**src/rtl/puf_dual_arbiter.sv**
```systemverilog
// puf_dual_arbiter: round-robin sharing of one PUF mapping engine between two requesters.
// Optional WAIT-state timeout abort is enabled by defining PUF_ARB_TIMEOUT_EN.
module puf_dual_arbiter #(
    parameter int IN_WIDTH  = 128,
    parameter int OUT_WIDTH = 16,
    parameter int TIMEOUT   = 64
) (
    input  logic                 clk,
    input  logic                 reset,
    input  logic                 req0,
    input  logic                 req1,
    input  logic [IN_WIDTH-1:0]  chal0,
    input  logic [IN_WIDTH-1:0]  chal1,
    output logic                 busy0,
    output logic                 busy1,
    output logic                 done0,
    output logic                 done1,
    output logic [OUT_WIDTH-1:0] resp0,
    output logic [OUT_WIDTH-1:0] resp1,
    output logic                 err0,
    output logic                 err1,
    output logic                 map_trigger,
    output logic [IN_WIDTH-1:0]  map_data,
    input  logic                 map_done,
    input  logic [OUT_WIDTH-1:0] map_resp
);
    typedef enum logic [1:0] {IDLE, ISSUE, WAIT, GAP} state_t;
    state_t               r_state, w_next;
    logic                 r_owner, r_last;
    logic [1:0]           r_pend;
    logic [IN_WIDTH-1:0]  r_hold0, r_hold1, r_map_data;
    logic [OUT_WIDTH-1:0] r_resp0, r_resp1;
    logic                 r_done0, r_done1, r_err0, r_err1;
    logic                 w_serving, w_cap0, w_cap1, w_grant_en, w_grant, w_tout, w_fin;
    logic [OUT_WIDTH-1:0] w_resp;

    if (TIMEOUT < 18) begin : g_timeout_check
        $error("TIMEOUT must be at least 18");
    end

    // A port stops being "in service" once its done pulse is out (GAP), so a
    // request arriving together with done is accepted.
    assign w_serving  = (r_state == ISSUE) || (r_state == WAIT);
    assign w_cap0     = req0 && !r_pend[0] && !(w_serving && !r_owner);
    assign w_cap1     = req1 && !r_pend[1] && !(w_serving && r_owner);
    assign w_grant_en = (r_state == IDLE) && (r_pend != 2'b00);
    assign w_grant    = (r_pend == 2'b11) ? !r_last : r_pend[1];
    assign w_fin      = (r_state == WAIT) && (map_done || w_tout);
    assign w_resp     = map_done ? map_resp : '0;

`ifdef PUF_ARB_TIMEOUT_EN
    localparam int CW = $clog2(TIMEOUT + 1);
    logic [CW-1:0] r_cnt;
    assign w_tout = (r_state == WAIT) && !map_done && (r_cnt == CW'(TIMEOUT - 1));

    // Counts WAIT cycles; cleared while issuing so each WAIT starts at zero
    always_ff @(posedge clk or negedge reset) begin
        if (!reset)
            r_cnt <= '0;
        else if (r_state == ISSUE)
            r_cnt <= '0;
        else if (r_state == WAIT)
            r_cnt <= r_cnt + CW'(1);
    end
`else
    assign w_tout = 1'b0;
`endif

    // Next-state logic
    always_comb begin
        w_next = r_state;
        case (r_state)
            IDLE:    w_next = w_grant_en ? ISSUE : IDLE;
            ISSUE:   w_next = WAIT;
            WAIT:    w_next = w_fin ? GAP : WAIT;
            default: w_next = IDLE;
        endcase
    end

    // State register
    always_ff @(posedge clk or negedge reset) begin
        if (!reset)
            r_state <= IDLE;
        else
            r_state <= w_next;
    end

    // Challenge capture, pending flags and round-robin grant bookkeeping
    always_ff @(posedge clk or negedge reset) begin
        if (!reset) begin
            r_pend     <= 2'b00;
            r_hold0    <= '0;
            r_hold1    <= '0;
            r_owner    <= 1'b0;
            r_last     <= 1'b1;
            r_map_data <= '0;
        end else begin
            if (w_cap0)
                r_hold0 <= chal0;
            if (w_cap1)
                r_hold1 <= chal1;
            r_pend[0] <= w_cap0 || (r_pend[0] && !(w_grant_en && !w_grant));
            r_pend[1] <= w_cap1 || (r_pend[1] && !(w_grant_en && w_grant));
            if (w_grant_en) begin
                r_owner    <= w_grant;
                r_last     <= w_grant;
                r_map_data <= w_grant ? r_hold1 : r_hold0;
            end
        end
    end

    // Completion: latch response for the owner and emit one-cycle done/err pulses
    always_ff @(posedge clk or negedge reset) begin
        if (!reset) begin
            r_resp0 <= '0;
            r_resp1 <= '0;
            r_done0 <= 1'b0;
            r_done1 <= 1'b0;
            r_err0  <= 1'b0;
            r_err1  <= 1'b0;
        end else begin
            r_done0 <= w_fin && !r_owner;
            r_done1 <= w_fin && r_owner;
            r_err0  <= w_tout && !r_owner;
            r_err1  <= w_tout && r_owner;
            if (w_fin && !r_owner)
                r_resp0 <= w_resp;
            if (w_fin && r_owner)
                r_resp1 <= w_resp;
        end
    end

    assign busy0       = r_pend[0] || ((r_state != IDLE) && !r_owner);
    assign busy1       = r_pend[1] || ((r_state != IDLE) && r_owner);
    assign done0       = r_done0;
    assign done1       = r_done1;
    assign resp0       = r_resp0;
    assign resp1       = r_resp1;
    assign err0        = r_err0;
    assign err1        = r_err1;
    assign map_trigger = (r_state == ISSUE);
    assign map_data    = r_map_data;
endmodule

```
**config.mk**
```make
export PLATFORM = sky130hd
export DESIGN_NAME = puf_dual_arbiter
export DESIGN_NICKNAME = d
export VERILOG_FILES = /design/src/rtl/puf_dual_arbiter.sv
export SDC_FILE = /design/constraint.sdc
export NUM_CORES = 1
export LEC_CHECK = 0
export CAP_MARGIN = 10
export CORE_MARGIN = 5
export CORE_UTILIZATION = 40
export CTS_BUF_LIST = sky130_fd_sc_hd__clkbuf_2
export CTS_CLUSTER_DIAMETER = 50
export DETAILED_ROUTE_END_ITERATION = 8
export PLACE_DENSITY = 0.65
export SYNTH_ARGS = -nofsm -noshare
export SYNTH_HDL_FRONTEND = slang
export SYNTH_SLANG_ARGS = --single-unit
```
**constraint.sdc**
```tcl
create_clock -name clk -period 2.8 [get_ports clk]
set_clock_uncertainty 0.2 [all_clocks]
set_input_delay 0.56 -clock clk [delete_from_list [all_inputs] [get_ports clk]]
set_output_delay 0.56 -clock clk [all_outputs]
set_load 0.05 [all_outputs]
```
Word-level counts from Yosys, hierarchy flattened
Index checks and enable logic that the tools add are counted.
{"block": "word_totals", "input_bits": 277, "elab_cells": 53, "out_inout_bits": 167, "reg_bits": 424}
{"block": "classes", "mux": 6, "eq_ne": 3, "reduce_logical": 33}
{"operator": "$mux W128", "count": 1}
{"operator": "$logic_and A1 B1 Y1", "count": 16}
{"operator": "$mux W16", "count": 1}
{"operator": "$logic_not A1 Y1", "count": 9}
{"operator": "$pmux W2 S3", "count": 1}
{"operator": "$logic_or A1 B1 Y1", "count": 5}
{"operator": "$eq A2 B2 Y1 const B", "count": 2}
{"operator": "$reduce_bool A2 Y1", "count": 2}
{"operator": "$mux W1", "count": 3}
{"operator": "$eq A2 B1 Y1 const B", "count": 1}
{"operator": "$logic_not A2 Y1", "count": 1}

Longest topological paths before layout
{"block": "logic_depth", "depth_word": 7, "mapped_depth": 7, "depth_no_buf": 5}

Worst setup path before layout
No wires, ideal clock.
{"block": "synth_timing", "path_type": "reg2out", "startpoint": "register r_state[0]", "endpoint": "output busy0", "path_stages_with_launch": 4, "path_slack_ps": 299, "n_path_buf": 0, "arrival_ps": 1741, "path_cell_list": "dfrtp_1 > inv_1 > ha_1 > o21ai_0"}
{"block": "synth_between", "elab_chain_len": 3}
{"element": "start: declaration", "line_no": "28", "rtl": "state_t r_state, w_next;"}
{"element": "start signal: assignment", "line_no": "85", "rtl": "r_state <= w_next;"}
{"element": "$reduce_bool A2 Y1", "line_no": "133", "rtl": "assign busy0 = r_pend[0] || ((r_state != IDLE) && !r_owner);"}
{"element": "$logic_and A1 B1 Y1", "line_no": "133"}
{"element": "$logic_or A1 B1 Y1", "line_no": "133"}
{"element": "end: declaration", "line_no": "14", "rtl": "output logic busy0,"}
No other way between the ends.

Final worst setup path
{"block": "layout_timing", "startpoint": "register r_state[0]", "endpoint": "output busy1"}
{"block": "layout_between", "elab_chain_len": 3}
{"element": "$reduce_bool A2 Y1", "line_no": "134", "rtl": "assign busy1 = r_pend[1] || ((r_state != IDLE) && r_owner);"}
{"element": "$logic_and A1 B1 Y1", "line_no": "134"}
{"element": "$logic_or A1 B1 Y1", "line_no": "134"}
{"element": "end: declaration", "line_no": "15", "rtl": "output logic busy1,"}
No other way between the ends.

==> results.json <==
{
  "grt_antenna_before_repair": 5,
  "initial_core_util": 0.406,
  "setup-violations-final": 0,
  "rr_endpoint": "r_hold1[89]",
  "pwr-share-seq": 0.376,
  "crit_required_ns": 2.04,
  "critPathTopFamily": "flip-flops",
  "design_area_um2": 25500,
  "layout.cells.most_common": "dfrtp_1",
  "boundaryPins": 444,
  "commonest_cells_after_routing_fill_and_taps_aside": "dfrtp_1, dlygate4sd3_1, clkdlybuf4s50_1, clkbuf_2, mux2_2",
  "cts_tree": "done",
  "power_leakage_uw": 0.0112,
  "route.antenna.remaining_nets": 0,
  "core-area_um2": 40900,
  "vdd_drop_max_mv": 0.789,
  "place_area_um2": 21800,
  "floorplan.rows": 74,
  "critical_path_peak_fanout": 3,
  "post_route_non_filler_standard_cell_count": 2491,
  "slew_headroom": 0.494,
  "synthDistinctLibCells": 29,
  "cp_endpoint_kind": "output pin",
  "n_fill_cell": 3112,
  "die_wd_um": 214,
  "clk_pin_slew_ns": 0.10,
  "hold_viol_final": 0,
  "number_of_global_route_vias_before_repair": 13937,
  "dr_total_vias": 12358,
  "worst_path_largest_cell_delay_ns": 0.40,
  "p_sw_frac": 0.420,
  "ys_seq_area_frac": 0.639,
  "firstDrtPassIters": 5,
  "groute.usage.overall": 0.215,
  "placed_cells": 2013,
  "largest_buffer_count_on_any_clock_path": 3,
  "setup.reg_to_reg.worst_slack_ns": 0.65,
  "hold-worst-slack_ns": 0.254,
  "cts_sinks": 424,
  "cap_violations": 0,
  "finalSetupTns_ns": 0,
  "max_freq_ghz": 0.370,
  "cp-startpoint": "r_state[0]",
  "worst_slew_pin_slew_ns": 0.757,
  "layout_worst_path_cycle_share": 0.964,
  "worst_hold_path.endpoint": "map_data[30]",
  "unrepaired_setup_endpoints_after_global_routing": "true",
  "hold_crit_start": "r_hold1[30]",
  "cts_bufs_inserted": 112,
  "relative_contribution_of_combinational_cells_to_total_power": 0.480,
  "cell_chain_critical_path": "inv_2 > ha_4 > inv_4 > a21o_1 > buf_6",
  "portBuffers": 441,
  "htree_num_levels": 3,
  "final_core_utilization": 0.624,
  "worst-endpoint-arrival_ns": 1.94,
  "syn_area_per_cell_um2": 15.5,
  "routed_wire_length_per_instance_um": 20.0,
  "via_per_inst": 4.96,
  "timing.final.crit_period_ns": 2.70,
  "worstHoldPathCells": 1,
  "drive_gt1_frac": 0.256,
  "pwr_density_cell_nw_per_um2": 1130,
  "nets_finish": 2159,
  "post-route-drc-count": 0,
  "largest_net_degree_at_the_start_of_global_routing": 73,
  "die_area_um2": 45700,
  "share_clk_of_total_power": 0.144,
  "ys_seq_elements": 424,
  "multi_input_gate_area_in_the_final_layout_um2": 5550,
  "critPathKind": "reg2out",
  "worst_path_max_delay_cell": "dfrtp_1",
  "postRouteWirelength_mm": 49.7,
  "clock_latency_ns": 1.02,
  "flow.area_growth_from_synthesis_pct": 53.7,
  "gp_congestion": 0.759,
  "worstPathBufferInverterCount": 3,
  "dieHeight_um": 214,
  "globalRoute.totalOverflow": 0,
  "grt_first_pass_wirelength_mm": 77.3,
  "drt_first_iter_violations": 688,
  "min-delay-path-class": "reg2reg",
  "ff2ff_path_depth": 6,
  "switching_power_uw": 12200,
  "clock-root-buffer": "clkbuf_2",
  "dpl.hpwl_mm": 31.0,
  "syn_inst_count": 1074,
  "run_status": "finished clean",
  "worstSetupStartpointType": "flip-flop",
  "syn-cell-area_um2": 16600,
  "yosysWarningCount": 0,
  "area_of_all_sequential_standard_cells_um2": 10600,
  "power.internal_uw": 16800,
  "timing_max_transition_violations_final": 0,
  "timing.rr.start": "r_state[0]"
}
[synth_stat cells (all sizes together)]
cell,instances,area [µm²]
inv,7,26.3
o21bai,1,7.51
clkbuf,8,30.0
mux2,288,3240
nand3,1,5.00
a21o,3,22.5
dfstp,1,26.3
nor2,1,3.75
a221o,128,1280
ha,4,50.1
conb,1,3.75
buf,67,453
a211oi,1,12.5
dfrtp,423,10600
and2,128,801
a21oi,3,18.8
nand2,3,11.3
and3,1,6.26
and3b,1,8.76
nand2b,1,6.26
or2,1,6.26
o21ai,2,10.0
[final cells by class]
class,count,area share
Inverter,7,0.00113
Sequential cell,424,0.415
Clock buffer,173,0.0339
Tap cell,532,0.0261
Timing Repair Buffer,764,0.302
Antenna cell,4,0.000392
Clock inverter,18,0.00372
Multi-Input combinational cell,569,0.217
[cell families (layout without fill, tap and decap cells)]
logic type                 Yosys count  after routing  share of synthesized area
and+or+nand+nor                    137            137                     0.0510
other                                1              6                   0.000226
muxes                              288            288                      0.195
adders and majority gates            4              4                    0.00301
AOI/OAI and AO/OA                  138            138                     0.0814
buffers and inverters               82            962                     0.0306
DFF                                424            424                      0.639
[worst register-to-register path, delay by kind of cell, from the launching register on]
kind                       cells  cell delay (ns)
buffers and inverters          2             0.43
DFF                            1             0.40
adders and majority gates      1             0.20
and+or+nand+nor                2             0.33
muxes                          1             0.47
[registers in the layout, summed over array words and instances, names as in the netlist]
signal	count
resp0	16
done0	1
resp1	16
done1	1
r_last	1
r_hold0	128
r_owner	1
r_state	2
map_data	128
r_hold1	128
r_pend	2
[power by group through the flow]
stage / combinational [µW] / sequential [µW] / clock, µW
after floorplan: 5810 / 14400 / 0
after global placement: 13900 / 10900 / 0
after detailed placement: 14100 / 11000 / 0
after CTS: 14100 / 10900 / 4340
after global routing: 14800 / 11300 / 4680
final: 13900 / 10900 / 4160
[worst max path at each step]
stage	to	slack (ns)	cells past startpoint
2_1_floorplan	busy0	0.30	3
3_3_place_gp	r_hold0[73]	0.37	4
3_5_place_dp	r_hold0[61]	0.34	4
4_1_cts	map_trigger	-0.17	3
5_1_grt	busy1	-0.13	5
6_report	busy1	0.1	5
[per-stage QoR]
stage	total power (µW)	worst slack, ns
6_report	29000	0.0998
5_1_grt	30700	-0.125
4_1_cts	29300	-0.174
3_5_place_dp	25100	0.342
3_3_place_gp	24800	0.374
2_1_floorplan	20200	0.299
[routing by layer]
layer	wire (µm)	track usage	vias up
li1	-	-	5599
met1	20600	0.273	6214
met2	24100	0.350	463
met3	3690	0.0628	80
met4	1290	0.0816	2
met5	13	0	-
[repair_timing]
action                                  in CTS  in global routing
endpoints found under the hold margin      714                  0
pin swaps                                    3                  2
hold buffers                               277                  0
gates cloned                                 0                  0
resized for setup                          366                 37
endpoints found under the setup margin     165                 37
setup buffers                                5                  1
No activity file was read; power rests on OpenSTA's default activity.
